--- config.mk ---
export PLATFORM = sky130hd
export DESIGN_NAME = cia_cnt_sp_pads_flat
export DESIGN_NICKNAME = d
export VERILOG_FILES = /design/src/rtl/cia_cnt_sp_pads_if.sv /design/src/rtl/cia_cnt_sp_pads.sv /design/src/flat_wrapper.sv
export SDC_FILE = /design/constraint.sdc
export NUM_CORES = 1
export LEC_CHECK = 0
export CORE_AREA = 2 2 39 41
export CTS_CLUSTER_SIZE = 24
export DETAILED_ROUTE_END_ITERATION = 8
export DIE_AREA = 0 0 41 43
export SLEW_MARGIN = 20
export SYNTH_ARGS = -nofsm -noshare
export SYNTH_HDL_FRONTEND = slang
export SYNTH_SLANG_ARGS = --single-unit
export TNS_END_PERCENT = 10
--- constraint.sdc ---
create_clock -name clk -period 0.8 [get_ports clk]
set_input_delay 0.2 -clock clk [delete_from_list [all_inputs] [get_ports clk]]
set_output_delay 0.2 -clock clk [all_outputs]
set_load 0.05 [all_outputs]
--- src/rtl/cia_cnt_sp_pads_if.sv ---
// rtl/cia_cnt_sp_pads_if.sv - serial-side signal bundle between cia_serial and the CNT/SP pad front end
interface cia_cnt_sp_pads_if;
    logic phi2_up;
    logic phi2_dn;
    logic cnt_out;
    logic sp_out;
    logic cnt_up;
    logic cnt_level;
    logic sp_in;

    // master is the cia_serial / timing side, slave is the pad front end
    modport master (
        output phi2_up,
        output phi2_dn,
        output cnt_out,
        output sp_out,
        input  cnt_up,
        input  cnt_level,
        input  sp_in
    );

    modport slave (
        input  phi2_up,
        input  phi2_dn,
        input  cnt_out,
        input  sp_out,
        output cnt_up,
        output cnt_level,
        output sp_in
    );
endinterface

--- src/rtl/cia_cnt_sp_pads.sv ---
// rtl/cia_cnt_sp_pads.sv - CIA CNT/SP pad synchronisers, CNT glitch filter and edge detect; CIA_CNT_GLITCH_FILTER_EN enables the filter
module cia_cnt_sp_pads #(
    parameter int SYNC_STAGES = 2,
    parameter int FILT_LEN    = 4
) (
    input  logic               clk,
    input  logic               res_n,
    input  logic               cnt_pad_i,
    input  logic               sp_pad_i,
    output logic               cnt_oe,
    output logic               sp_oe,
    cia_cnt_sp_pads_if.slave   ser
);

    logic [SYNC_STAGES-1:0] cnt_sync;
    logic [SYNC_STAGES-1:0] sp_sync;
    logic                   cnt_s;
    logic                   cnt_filt;
    logic                   cnt_level_q;
    logic                   cnt_up_q;

    // Idle-high reset so an undriven pad never looks like an edge after reset
    always_ff @(posedge clk or negedge res_n) begin
        if (!res_n) begin
            cnt_sync <= '1;
            sp_sync  <= '1;
        end else begin
            cnt_sync <= {cnt_sync[SYNC_STAGES-2:0], cnt_pad_i};
            sp_sync  <= {sp_sync[SYNC_STAGES-2:0], sp_pad_i};
        end
    end

    assign cnt_s = cnt_sync[SYNC_STAGES-1];

`ifdef CIA_CNT_GLITCH_FILTER_EN
    localparam int CW = $clog2(FILT_LEN + 1);

    logic [CW-1:0] filt_cnt;

    // Filtered level flips on the FILT_LEN-th consecutive differing sample
    always_ff @(posedge clk or negedge res_n) begin
        if (!res_n) begin
            filt_cnt <= '0;
            cnt_filt <= 1'b1;
        end else if (cnt_s == cnt_filt) begin
            filt_cnt <= '0;
        end else if (filt_cnt >= CW'(FILT_LEN - 1)) begin
            filt_cnt <= '0;
            cnt_filt <= cnt_s;
        end else begin
            filt_cnt <= filt_cnt + CW'(1);
        end
    end
`else
    localparam int unused_filt_len = FILT_LEN;

    assign cnt_filt = cnt_s;
`endif

    // Sampled once per PHI2 cycle so cnt_up is stable across phi2_dn
    always_ff @(posedge clk or negedge res_n) begin
        if (!res_n) begin
            cnt_level_q <= 1'b1;
            cnt_up_q    <= 1'b0;
        end else if (ser.phi2_up) begin
            cnt_level_q <= cnt_filt;
            cnt_up_q    <= cnt_filt & ~cnt_level_q;
        end
    end

    wire unused_phi2_dn = ser.phi2_dn;

    assign ser.cnt_level = cnt_level_q;
    assign ser.cnt_up    = cnt_up_q;
    assign ser.sp_in     = sp_sync[SYNC_STAGES-1];

    assign cnt_oe = ~ser.cnt_out;
    assign sp_oe  = ~ser.sp_out;

endmodule

--- src/flat_wrapper.sv ---
// flat-port wrapper written by rule: the top's interface ports become plain ports
module cia_cnt_sp_pads_flat 
#(
    parameter int SYNC_STAGES = 2,
    parameter int FILT_LEN    = 4
)
  (clk, res_n, cnt_pad_i, sp_pad_i, cnt_oe, sp_oe, ser_phi2_up, ser_phi2_dn, ser_cnt_out, ser_sp_out, ser_cnt_up, ser_cnt_level, ser_sp_in);
  cia_cnt_sp_pads_if ser_i ();
  input  logic clk;
  input  logic res_n;
  input  logic cnt_pad_i;
  input  logic sp_pad_i;
  output logic cnt_oe;
  output logic sp_oe;
  input wire logic [$bits(ser_i.phi2_up)-1:0] ser_phi2_up;
  input wire logic [$bits(ser_i.phi2_dn)-1:0] ser_phi2_dn;
  input wire logic [$bits(ser_i.cnt_out)-1:0] ser_cnt_out;
  input wire logic [$bits(ser_i.sp_out)-1:0] ser_sp_out;
  output wire logic [$bits(ser_i.cnt_up)-1:0] ser_cnt_up;
  output wire logic [$bits(ser_i.cnt_level)-1:0] ser_cnt_level;
  output wire logic [$bits(ser_i.sp_in)-1:0] ser_sp_in;
  assign ser_i.phi2_up = ser_phi2_up;
  assign ser_i.phi2_dn = ser_phi2_dn;
  assign ser_i.cnt_out = ser_cnt_out;
  assign ser_i.sp_out = ser_sp_out;
  assign ser_cnt_up = ser_i.cnt_up;
  assign ser_cnt_level = ser_i.cnt_level;
  assign ser_sp_in = ser_i.sp_in;
  cia_cnt_sp_pads #(.SYNC_STAGES(SYNC_STAGES), .FILT_LEN(FILT_LEN)) u_core (.clk(clk), .res_n(res_n), .cnt_pad_i(cnt_pad_i), .sp_pad_i(sp_pad_i), .cnt_oe(cnt_oe), .sp_oe(sp_oe), .ser(ser_i));
endmodule
== Word-level counts from Yosys, hierarchy flattened ==
Cells that the tools add are included.

* Register bits: 6
* Input bits: 8
* Output and inout port bits: 5
* Logic and storage cells: 8

* Bitwise gates (word level): 4

{| class="wikitable"
|+ Operators by type and width
! operator !! count
|-
| 1-bit NOT || 3
|-
| 1-bit AND || 1
|}

== Longest topological paths before layout ==
Gate-level depths: netlist of the first run.

* Word-level depth: 2
* Mapped depth: 2
* Depth with buffers taken out: 2

== Worst setup path after synthesis of the first run ==
OpenSTA, ideal clock, no wires.

* Kind: register to register
* Start: register u_core.cnt_level_q (netlist: u_core.ser.cnt_level)
* End: register u_core.cnt_up_q (netlist: u_core.ser.cnt_up)
* Setup time: 126 ps
* Arrival time: 874 ps
* Data required time: 674 ps
* Setup slack: -200 ps
* Cell stages (with the launch flop): 3
* Buffers on the path: 0
* Period minus slack after synthesis: 1000 ps
* Cells stage by stage: dfstp_2 -> nand3b_1 -> o21ai_0

* Longest elaborated chain between the ends: 2

{| class="wikitable"
|+ Ends and longest elaborated chain
! element !! RTL line !! text
|-
| start, declared || cia_cnt_sp_pads.sv:19 || <nowiki>logic cnt_level_q;</nowiki>
|-
| start signal, assigned || cia_cnt_sp_pads.sv:66 || <nowiki>cnt_level_q <= cnt_filt;</nowiki>
|-
| 1-bit NOT || cia_cnt_sp_pads.sv:67 || <nowiki>cnt_up_q <= cnt_filt & ~cnt_level_q;</nowiki>
|-
| 1-bit AND || cia_cnt_sp_pads.sv:67 ||
|-
| end signal, assigned || cia_cnt_sp_pads.sv:67 ||
|-
| end, declared || cia_cnt_sp_pads.sv:20 || <nowiki>logic cnt_up_q;</nowiki>
|}

Every way passes these cells.
A chain may end at the register's enable or synchronous reset.

== Final worst setup path of the first run ==
* Start: register u_core.cnt_level_q (netlist: u_core.ser.cnt_level)
* End: output port ser_cnt_level

{| class="wikitable"
|+ RTL lines
! element !! RTL line !! text
|-
| end, declared || flat_wrapper.sv:20 || <nowiki>output wire logic [$bits(ser_i.cnt_level)-1:0] ser_cnt_level;</nowiki>
|}

No word-level cell between the ends.

==> flow_metrics.py, run 1 <==
metrics = {
    "critical_path": {
        "slowest_stage": "dfstp_2",
        "cp-startpoint": "u_core.ser.cnt_level$_DFFE_PN1P_",
        "worst-setup-path-type": "register to output pin",
        "r2r_start": "u_core.ser.cnt_level$_DFFE_PN1P_",
        "worstPathArrival_ps": 910,
        "path_cells": "buf_12",
        "required_ps": 600,
        "cp.depth": 1,
        "slowest_delay_ps": 550,
        "critPathTopFamily": "flip-flops",
        "worstSetupStartpointType": "register",
        "end_kind": "output pin",
        "r2r_cells": 3,
        "cp_max_fo": 2,
        "cp_num_buf_inv": 1,
    },
    "clock_network": {
        "cts_sinks": 6,
        "clk_latency_ps": 240,
        "clk_path_buf_depth": 2,
        "cts_tree": "yes",
        "h-tree-depth": 1,
        "holdBufCountCts": 0,
        "clkTransAtPathRegs_ps": 50,
        "root_buffer": "clkbuf_4",
        "numCtsBuffers": 3,
    },
    "final_layout": {
        "fill_cells": 144,
        "multiInputGateArea_um2": 27.5,
        "post-route-util": 0.297,
        "final_nets": 38,
        "mostFrequentLayoutCells": "buf_12 (5), dfstp_2 (5), clkbuf_4 (3), clkdlybuf4s50_1 (3)",
        "drive_gt1_frac": 0.655,
        "diodes": 0,
        "regArea_um2": 156,
        "synthToLayoutAreaGrowth_pct": 110,
    },
    "placement": {
        "pre_cts_ws_ps": -303,
        "gp_congestion": 0.614,
        "port_buffers": 11,
    },
    "sta": {
        "hold_violations": 0,
        "setup_violations": 5,
        "rsz0062_at_grt": "true",
        "fmax_mhz": 898,
        "hold_ws_ps": 188,
        "timing.slew.headroom": 0.833,
        "setup_ws_ps": -314,
        "tightest_slew_ps": 250,
        "finalClockSkew_ps": 7.64,
        "finalMaxSlewViolations": 0,
        "layout_worst_path_cycle_share": 1.39,
        "period_needed_ps": 1110,
    },
    "grt": {
        "grt_max_degree": 7,
        "antenna_found_initial": 0,
        "met1_usage": 0.0731,
        "grt_pass1_vias": 163,
        "grt_pass1_wl_um": 634,
        "use_met2": 0.0594,
        "grt-ovfl-total": 0,
        "gr-max-usage-layer": "met1",
        "grtUsageTotal": 0.0609,
        "gr-usage-met3": 0.0524,
    },
    "detailed_routing": {
        "drc": 0,
        "drt_first_pass_iters": 2,
        "drt-total-wl_um": 401,
        "dr_total_vias": 151,
        "ant_nets": 0,
        "drt_iter0_markers": 1,
        "wire_per_inst_um": 8.91,
        "avgViaCountPerCell": 3.36,
    },
    "floorplanning": {
        "initial_core_util": 0.141,
        "fp-row-count": 14,
        "die_x_um": 41,
        "die_h_um": 43,
        "core_mm2": 0.00138,
        "ioPinCount": 13,
        "fp.dieArea_mm2": 0.00176,
    },
    "power_and_ir_drop": {
        "p_per_area_mw_per_mm2": 2080,
        "peakVddDrop_mv": 0.570,
        "p_leak_nw": 0.185,
        "p_total_w": 0.000852,
    },
    "yosys": {
        "yosys_warnings": 0,
        "synth_nets": 20,
        "avgSynthCellArea_um2": 16.3,
        "netlist_area_um2": 195,
        "syn_inst": 12,
        "ys_ff_latch": 6,
        "synth_cell_type_count": 6,
        "ys_seq_area_frac": 0.801,
    },
    "run": {
        "cap_violations": 0,
    },
    "min_path": {
        "hold_path.class": "input pin to asynchronous set/reset pin",
    },
    "run_status": {
        "status": "finished, violations left",
        "failed_checks": "setup timing",
    },
}
[layer usage]
metal,vias to the layer above,share of wire
met5,-,0
met4,0,0
met3,0,0.16
met2,12,0.43
met1,69,0.40
li1,70,-
[cell type report]
class	count	area share
well taps	16	0.0488
flip-flops and latches	6	0.381
inverters	3	0.0274
clock buffers	4	0.0640
multi-input cells	3	0.0671
repair buffers	13	0.412
[state kept, by name, indices dropped and copies added (netlist names)]
name,count
u_core.cnt_sync,2
u_core.ser.cnt_up,1
u_core.sp_sync,2
u_core.ser.cnt_level,1
[metrics by stage]
step           cells  instance area (um2)  TNS, ps
2_1_floorplan     12                  195     -434
3_3_place_gp      40                  383    -1160
6_report          45                  410     -992
4_1_cts           45                  415    -1040
5_1_grt           45                  410    -1150
3_5_place_dp      40                  383    -1270
[logic make-up (layout without fill, tap and decap cells)]
kind of cell    after synthesis  after routing  share of synthesized area
compound gates                1              1                     0.0256
buf+inv                       3             20                     0.0577
flops                         6              6                      0.801
mux                           1              1                     0.0769
simple gates                  1              1                     0.0385
[report_power, final]
part           switching [W]  internal (W)
Clock               0.000105      0.000189
Sequential         0.0000157      0.000337
Combinational      0.0000959      0.000109
Total               0.000217      0.000635
[final timing paths]
| path | to | slack (ps) |
|---|---|---|
| max reg2reg | u_core.ser.cnt_up$_DFFE_PN0P_ | -130 |
| max in group asynchronous | u_core.cnt_sync[0]$_DFF_PN1_ | 340 |
| max | ser_cnt_level | -310 |
| min | u_core.ser.cnt_up$_DFFE_PN0P_ | 190 |
| min in group clk | u_core.cnt_sync[1]$_DFF_PN1_ | 350 |
| min reg2reg | u_core.cnt_sync[1]$_DFF_PN1_ | 350 |
[Yosys cell counts]
cell type,count,area (um2)
dfstp_2,5,131
inv_1,3,11.3
dfrtp_1,1,25.0
mux2_4,1,15.0
nand3b_1,1,7.51
o21ai_0,1,5.00
[what timing repair did]
item / in CTS / in global routing
setup buffers: 1 / 0
gates resized for setup: 7 / 1
endpoints found under the setup margin: 7 / 6
[worst reg2reg max path, stage by stage (launching register included)]
cell and delay (ps):
dfstp_2 550, buf_4 110, nand3b_1 90, o21ai_1 70
Note: power is estimated with default switching activity, not from simulation.
==> run 2, diff against run 1 <==
- SLEW_MARGIN: 20 -> 5
==> results of run 2 <==
Final layout, timing and power as in run 1 (identical DEF).
